==> src/rtl/object_locator.sv <==
`default_nettype none
// ============================================================================
// Module      : object_locator
// Description : Flags red-target pixels in the stream, tracks the per-frame
//               bounding box of matches and publishes its centre at each SOF.
// Revision    : 1.0 - initial release
// ============================================================================
module object_locator #(
    parameter int                     COLOR_WIDTH = 10,
    parameter int                     DISP_WIDTH  = 11,
    parameter logic [COLOR_WIDTH-1:0] RED_MIN     = 10'd768,
    parameter logic [COLOR_WIDTH-1:0] GB_MAX      = 10'd256,
    parameter int                     MIN_PIXELS  = 16,
    parameter int                     CNT_WIDTH   = 20
) (
    input  logic                   clk,
    input  logic                   aresetn,
    input  logic                   enable,
    input  logic [COLOR_WIDTH-1:0] red,
    input  logic [COLOR_WIDTH-1:0] green,
    input  logic [COLOR_WIDTH-1:0] blue,
    input  logic [DISP_WIDTH-1:0]  x_pos,
    input  logic [DISP_WIDTH-1:0]  y_pos,
    output logic [DISP_WIDTH-1:0]  x_obj,
    output logic [DISP_WIDTH-1:0]  y_obj,
    output logic                   obj_found,
    output logic                   obj_valid
);

    localparam logic [CNT_WIDTH-1:0] MIN_CNT = CNT_WIDTH'(MIN_PIXELS);

    typedef enum logic [1:0] {
        WAIT_SOF = 2'd0,
        ACCUM    = 2'd1,
        CALC     = 2'd2
    } state_t;

    state_t r_state;
    state_t w_state_nxt;

    logic w_match;
    logic w_sof;
    logic w_init;
    logic w_snap;
    logic w_add;
    logic w_publish;

    logic [DISP_WIDTH-1:0] r_x_min, r_x_max, r_y_min, r_y_max;
    logic [CNT_WIDTH-1:0]  r_count;
    logic [DISP_WIDTH-1:0] r_snap_x_min, r_snap_x_max, r_snap_y_min, r_snap_y_max;
    logic [CNT_WIDTH-1:0]  r_snap_count;

    logic [DISP_WIDTH:0]   w_x_sum, w_y_sum;

    assign w_match = (red >= RED_MIN) & (green <= GB_MAX) & (blue <= GB_MAX);
    assign w_sof   = enable & (x_pos == '0) & (y_pos == '0);

    // Sum at one extra bit so the centre of far-right/bottom boxes cannot wrap
    assign w_x_sum = {1'b0, r_snap_x_min} + {1'b0, r_snap_x_max};
    assign w_y_sum = {1'b0, r_snap_y_min} + {1'b0, r_snap_y_max};

    always_ff @(posedge clk or negedge aresetn) begin
        if (!aresetn) begin
            r_state <= WAIT_SOF;
        end else begin
            r_state <= w_state_nxt;
        end
    end

    always_comb begin
        w_state_nxt = r_state;
        w_init      = 1'b0;
        w_snap      = 1'b0;
        w_add       = 1'b0;
        w_publish   = 1'b0;
        case (r_state)
            WAIT_SOF: begin
                if (w_sof) begin
                    w_init      = 1'b1;
                    w_state_nxt = ACCUM;
                end
            end
            ACCUM, CALC: begin
                // CALC publishes the previous snapshot while pixels keep accumulating
                w_publish = (r_state == CALC);
                if (w_sof) begin
                    w_snap      = 1'b1;
                    w_init      = 1'b1;
                    w_state_nxt = CALC;
                end else begin
                    w_add       = enable & w_match;
                    w_state_nxt = ACCUM;
                end
            end
            default: begin
                w_state_nxt = WAIT_SOF;
            end
        endcase
    end

    // Bounding-box accumulators; the SOF pixel always seeds the new frame
    always_ff @(posedge clk or negedge aresetn) begin
        if (!aresetn) begin
            r_x_min <= '1;
            r_x_max <= '0;
            r_y_min <= '1;
            r_y_max <= '0;
            r_count <= '0;
        end else if (w_init) begin
            if (w_match) begin
                r_x_min <= x_pos;
                r_x_max <= x_pos;
                r_y_min <= y_pos;
                r_y_max <= y_pos;
                r_count <= CNT_WIDTH'(1);
            end else begin
                r_x_min <= '1;
                r_x_max <= '0;
                r_y_min <= '1;
                r_y_max <= '0;
                r_count <= '0;
            end
        end else if (w_add) begin
            if (x_pos < r_x_min) r_x_min <= x_pos;
            if (x_pos > r_x_max) r_x_max <= x_pos;
            if (y_pos < r_y_min) r_y_min <= y_pos;
            if (y_pos > r_y_max) r_y_max <= y_pos;
            if (r_count != {CNT_WIDTH{1'b1}}) r_count <= r_count + CNT_WIDTH'(1);
        end
    end

    always_ff @(posedge clk or negedge aresetn) begin
        if (!aresetn) begin
            r_snap_x_min <= '1;
            r_snap_x_max <= '0;
            r_snap_y_min <= '1;
            r_snap_y_max <= '0;
            r_snap_count <= '0;
        end else if (w_snap) begin
            r_snap_x_min <= r_x_min;
            r_snap_x_max <= r_x_max;
            r_snap_y_min <= r_y_min;
            r_snap_y_max <= r_y_max;
            r_snap_count <= r_count;
        end
    end

    // Position holds across frames where the object was not found
    always_ff @(posedge clk or negedge aresetn) begin
        if (!aresetn) begin
            x_obj     <= '0;
            y_obj     <= '0;
            obj_found <= 1'b0;
            obj_valid <= 1'b0;
        end else begin
            obj_valid <= w_publish;
            if (w_publish) begin
                if (r_snap_count >= MIN_CNT) begin
                    x_obj     <= w_x_sum[DISP_WIDTH:1];
                    y_obj     <= w_y_sum[DISP_WIDTH:1];
                    obj_found <= 1'b1;
                end else begin
                    obj_found <= 1'b0;
                end
            end
        end
    end

endmodule
`default_nettype wire

==> config.mk <==
export PLATFORM = sky130hd
export DESIGN_NAME = object_locator
export DESIGN_NICKNAME = d
export VERILOG_FILES = /design/src/rtl/object_locator.sv
export SDC_FILE = /design/constraint.sdc
export NUM_CORES = 1
export LEC_CHECK = 0
export BUFFER_PORTS_ARGS = -buffer_cell sky130_fd_sc_hd__buf_2
export CORE_MARGIN = 3
export CORE_UTILIZATION = 50
export DETAILED_ROUTE_END_ITERATION = 6
export PLACE_DENSITY = 0.69
export REMOVE_ABC_BUFFERS = 1
export SYNTH_ARGS = -nofsm -noshare
export SYNTH_HDL_FRONTEND = slang
export SYNTH_SLANG_ARGS = --single-unit
export TNS_END_PERCENT = 30
==> constraint.sdc <==
create_clock -name clk -period 2.7 [get_ports clk]
set_clock_uncertainty 0.15 [all_clocks]
set_input_delay 0.27 -clock clk [delete_from_list [all_inputs] [get_ports clk]]
set_output_delay 0.27 -clock clk [all_outputs]
set_load 0.01 [all_outputs]
After elaboration in Yosys (flattened, before gate mapping) --
Cells that the tools add are included.
Operators by class: $add $sub $neg 3, magnitude comparators 8, equal/unequal tests 4, mux-type cells 30, bitwise gates (word level) 5, reductions and logical operators 17
Operators by type and width (count):
- $mux 11 | 16
- $mux 20 | 3
- $add 11x11->12 | 2
- $gt 11x11->1 | 2
- $logic_not 11->1 | 2
- $lt 11x11->1 | 2
- $add 20x1->20 const B | 1
- $ge 20x5->1 const B | 1
- $le 10x9->1 const B | 2
- $ne 20x20->1 const B | 1
- $reduce_and 2->1 | 6
- $reduce_bool 2->1 | 6
- $ge 10x10->1 const B | 1
- $mux 1 | 8
- $and 1x1->1 | 5
- $mux 2 | 2
- $pmux 2 s2 | 1
- $reduce_or 3->1 | 1
- $eq 2x1->1 const B | 1
- $eq 2x2->1 const B | 1
- $logic_not 2->1 | 1
- $ne 2x2->1 const B | 1
- $reduce_or 2->1 | 1
Word-level totals: register bits 154, input bits 55, logic and storage cells 82

Depth between registers and ports, before layout --
depth after elaboration 8, mapped depth 10, mapped depth without buffers 8

Worst setup path before layout --
Ideal clock, no wire load.
path kind reg2reg, start point register r_y_max[2], end point register r_y_max[0], arrival time 1.950 ns, path slack 0.475 ns, stages on the path, launching flop included 9, path buffers 0, period minus slack after synthesis 2.225 ns, path through dfrtp_1 > inv_1 > ha_1 > a21oi_1 > o21ai_0 > a221oi_1 > o21ai_1 > a21oi_1 > mux2_2
Between the ends: cells in the longest elaborated chain, start to end 3
RTL lines:
- start: declaration | RTL line 48 | logic [DISP_WIDTH-1:0] r_x_min, r_x_max, r_y_min, r_y_max;
- start signal: assignment | RTL line 114 | r_y_max <= y_pos;
- start signal: assignment | RTL line 127 | if (y_pos > r_y_max) r_y_max <= y_pos;
- $gt 11x11->1 | RTL line 127
- $reduce_bool 2->1 (no source line)
- $reduce_and 2->1 (no source line)
No other way between the ends. A chain may end at the register's enable or synchronous reset.

Final worst setup path --
start point input port x_pos[1], end point register r_x_max[10]
Between the ends: cells in the longest elaborated chain, start to end 7, elaborated cells on any way between the ends 12, those cells by class order compare: 1; mux: 5; bitwise: 2; reduce/logical: 4
RTL lines:
- start: declaration | RTL line 22 | input logic [DISP_WIDTH-1:0] x_pos,
- $logic_not 11->1 | RTL line 56 | assign w_sof = enable & (x_pos == '0) & (y_pos == '0);
- $and 1x1->1 (2 in a row) | RTL line 56
- $mux 1 (on tied branches) | RTL line 78, 86
- $mux 1 (on tied branches)
- $reduce_bool 2->1 (no source line)
- $reduce_and 2->1 (no source line)
- end signal: assignment | RTL line 112 | r_x_max <= x_pos;
- end signal: assignment | RTL line 125 | if (x_pos > r_x_max) r_x_max <= x_pos;
- end: declaration | RTL line 48
Several ways; a longest one is shown, not always the timed one.

==> impl_metrics.yaml <==
route:
  vias: 6060
  wl_per_cell_um: 16.7
  drt_drc_violations_left: 0
  avgViaCountPerCell: 5.60
  route.antenna.remaining_nets: 0
  dr.pass1.iters: 5
  routed_wl_um: 18100
  drtIter0Drc: 321
logic_synthesis:
  synth_edf_count: 0
  synth_cell_type_count: 60
  netlist_area_sq_um: 8160
  seq_area_frac_synth_pct: 46.7
  yosysWarnings: 0
  ys_ff_latch: 150
  synthFlopType: "dfrtp_1"
  synth.area.mux_share_pct: 11.3
  synth_top_family_by_area: "compound AO/OA/AOI/OAI gates"
  netlist_instances: 746
  synthSimpleGateAreaFrac_pct: 11.4
  postSynth.asyncResetShare_pct: 100
  synthXorXnorAreaFrac_pct: 2.79
  avgSynthCellArea_sq_um: 10.9
  synth_fa_ha_area_share_pct: 10.6
  synth_compound_area_share_pct: 12.7
pwr:
  p_clk_share_pct: 45.0
  seqPwrFrac_pct: 44.7
  power_leakage_nw: 4.58
  p_switching_mw: 1.32
  powerDensity_nw_per_um2: 563
  irDropWorstVdd_mv: 0.508
  p_sw_share_pct: 24.1
  pwr-share-comb_pct: 10.3
  p_int_mw: 4.17
critical_path:
  cp_max_fo: 7
  cp.required_ns: 2.86
  criticalPathCategory: "in -> reg"
  cp-start-kind: "input pin"
  crit_arrival_ns: 2.70
  cp-end-kind: "flip-flop"
  crit_path_cell_trace: "dlygate4sd3_1 > buf_2 > nor3_1 > and4_1 > a311oi_1 > and2_1 > buf_4 > a31oi_2 > buf_6 > mux2_2"
  worst_path_largest_cell_delay_ns: 0.54
  crit_slowest_cell: "dlygate4sd3_1"
finish:
  nFillCells: 1290
  area_growth_pct: 19.6
  top_regs: "r_count x20, r_snap_count x16"
  layout-drive-gt1-share_pct: 30.4
  fin_nets: 977
  mostFrequentLayoutCell: "dfrtp_1"
  final_cell_mix: "dfrtp_1 (106), buf_2 (69), mux2_2 (67)"
  diodes: 0
  fin_util_pct: 61.2
  finalInstanceArea_sq_um: 9750
  top_register: "r_count"
  largest_reg_flops: 20
clocking:
  clk_latency_ns: 0.43
  post-cts-setup-buffers: 0
  cts_tree: "built"
  numCtsBuffers: 17
  clk_pin_slew_worst_paths_ns: 0.06
  ctsRootBufferMaster: "clkbuf_16"
  cts.path.max_buffers: 2
  htree_num_levels: 4
  cts_sinks: 150
timing:
  fin_setup_tns_ns: 0
  hold_viol: 0
  fin_crit_sh_pct: 94.3
  maxSlewViolCount: 0
  worstMarginPinSlew_ns: 0.557
  fmax_mhz: 393
  rsz0062_at_grt: "false"
  period_needed_ns: 2.55
  finalWorstSetupSlack_ns: 0.154
  setup_violations: 0
  max_slew_margin_pct: 62.6
placed_design:
  post-place-ws_ns: -0.123
  placed_area_sq_um: 8890
  io_buffers: 70
  hpwl_um: 13100
  gp_congestion: 0.826
global_route:
  grt_pass1_vias: 6307
  grt_use_total_pct: 21.1
  grt_max_degree: 74
  grt_pass1_wl_um: 30300
  grt_overflow: 0
  antenna_found_initial: 0
floorplan:
  start_util_pct: 51.2
  die_h_um: 134
  core-area_sq_um: 15900
  io_pins: 79
  rows: 46
  dieArea_sq_um: 17900
  die_x_um: 134
flow_run:
  cap_viol_max_count: 0
worst_hold_path:
  hp-class: "in -> reg"
outcome:
  outcome: "finished clean"
[final timing paths]
| check | start | end | slack, ns | depth (start not counted) |
|---|---|---|---|---|
| worst max-delay path | x_pos[1] | r_x_max[10] | 0.15 | 10 |
| worst min-delay path | x_pos[2] | r_x_max[2] | 0.02 | 2 |
| worst max register to register | r_x_max[2] | r_x_max[10] | 0.25 | 9 |
| worst min register to register | y_obj[1] | y_obj[1] | 0.32 | 2 |
| max in group asynchronous | aresetn | r_x_min[10] | 1.37 | 3 |
| min in group asynchronous | aresetn | x_obj[2] | 0.23 | 2 |
[worst max-delay path: cells and delay by family]
family / cells / cell delay (ns)
buffers and inverters: 4 / 1.07
AND/OR/NAND/NOR: 3 / 0.75
AO/OA/AOI/OAI: 2 / 0.28
multiplexers: 1 / 0.34
[stage by stage]
step                      hold WS (ns)  total power, mW  cells
after detailed placement         0.135             3.03   1030
after global placement           0.124             2.99   1030
after global routing            0.0180             5.72   1083
after floorplan                 -0.176             2.79    720
final                           0.0176             5.49   1083
after CTS                     0.000432             5.54   1083
[cell usage after synthesis, types with 4 or more instances]
master	number	share of area, %
dfstp_2	44	14
buf_2	14	0.86
a21o_1	8	0.74
clkbuf_1	7	0.32
o22a_1	22	2.4
nor4_1	11	0.84
or3_1	6	0.46
o31ai_1	12	1.1
a211oi_1	6	0.55
ha_1	66	10
nand4_1	17	1.3
nor3_1	4	0.25
nor2_1	35	1.6
o21bai_1	5	0.46
mux2_2	67	9.2
nand3_1	30	1.8
and3_1	8	0.61
o21ai_0	38	2.3
dfrtp_1	106	33
inv_1	60	2.8
xor2_1	10	1.1
xnor2_1	16	1.7
a21oi_1	37	2.3
mux2_4	10	1.8
nand2_1	46	2.1
and2_1	6	0.46
[metal layers]
metal / wire length, um / vias up / global-route usage, %
li1: - / 2909 / -
met1: 7770 / 3002 / 25.3
met2: 9260 / 111 / 36.8
met3: 607 / 38 / 4.61
met4: 439 / 0 / 8.57
met5: 0 / - / 0
[cell type report]
cell class,instances,area [sq um],area share [%]
multi-input cells,510,4020,41.2
flip-flops and latches,150,3810,39.0
repair buffers,115,813,8.34
clock buffers,19,433,4.44
well taps,216,270,2.77
inverters,60,225,2.31
clock inverters,13,181,1.86
[power by group through the flow]
stage | logic (mW) | registers (mW) | clock network [mW]
after floorplan | 0.328 | 2.46 | 0
after global placement | 0.508 | 2.49 | 0
after detailed placement | 0.538 | 2.49 | 0
after CTS | 0.566 | 2.46 | 2.52
after global routing | 0.647 | 2.47 | 2.61
final | 0.565 | 2.46 | 2.47
[what timing repair did]
action	4_1_cts	5_1_grt
setup endpoints to repair	0	15
resized for setup	0	7
endpoints found under the hold margin	67	0
hold buffers	21	0
[cell families (layout without fill, tap and decap cells)]
logic type | Yosys count | in the layout
fa+ha+maj | 68 | 68
simple gates | 182 | 182
buf+inv | 86 | 207
flops | 150 | 150
compound gates | 155 | 155
xor+xnor | 26 | 26
mux | 79 | 79
No activity file was read; power rests on OpenSTA's default activity.
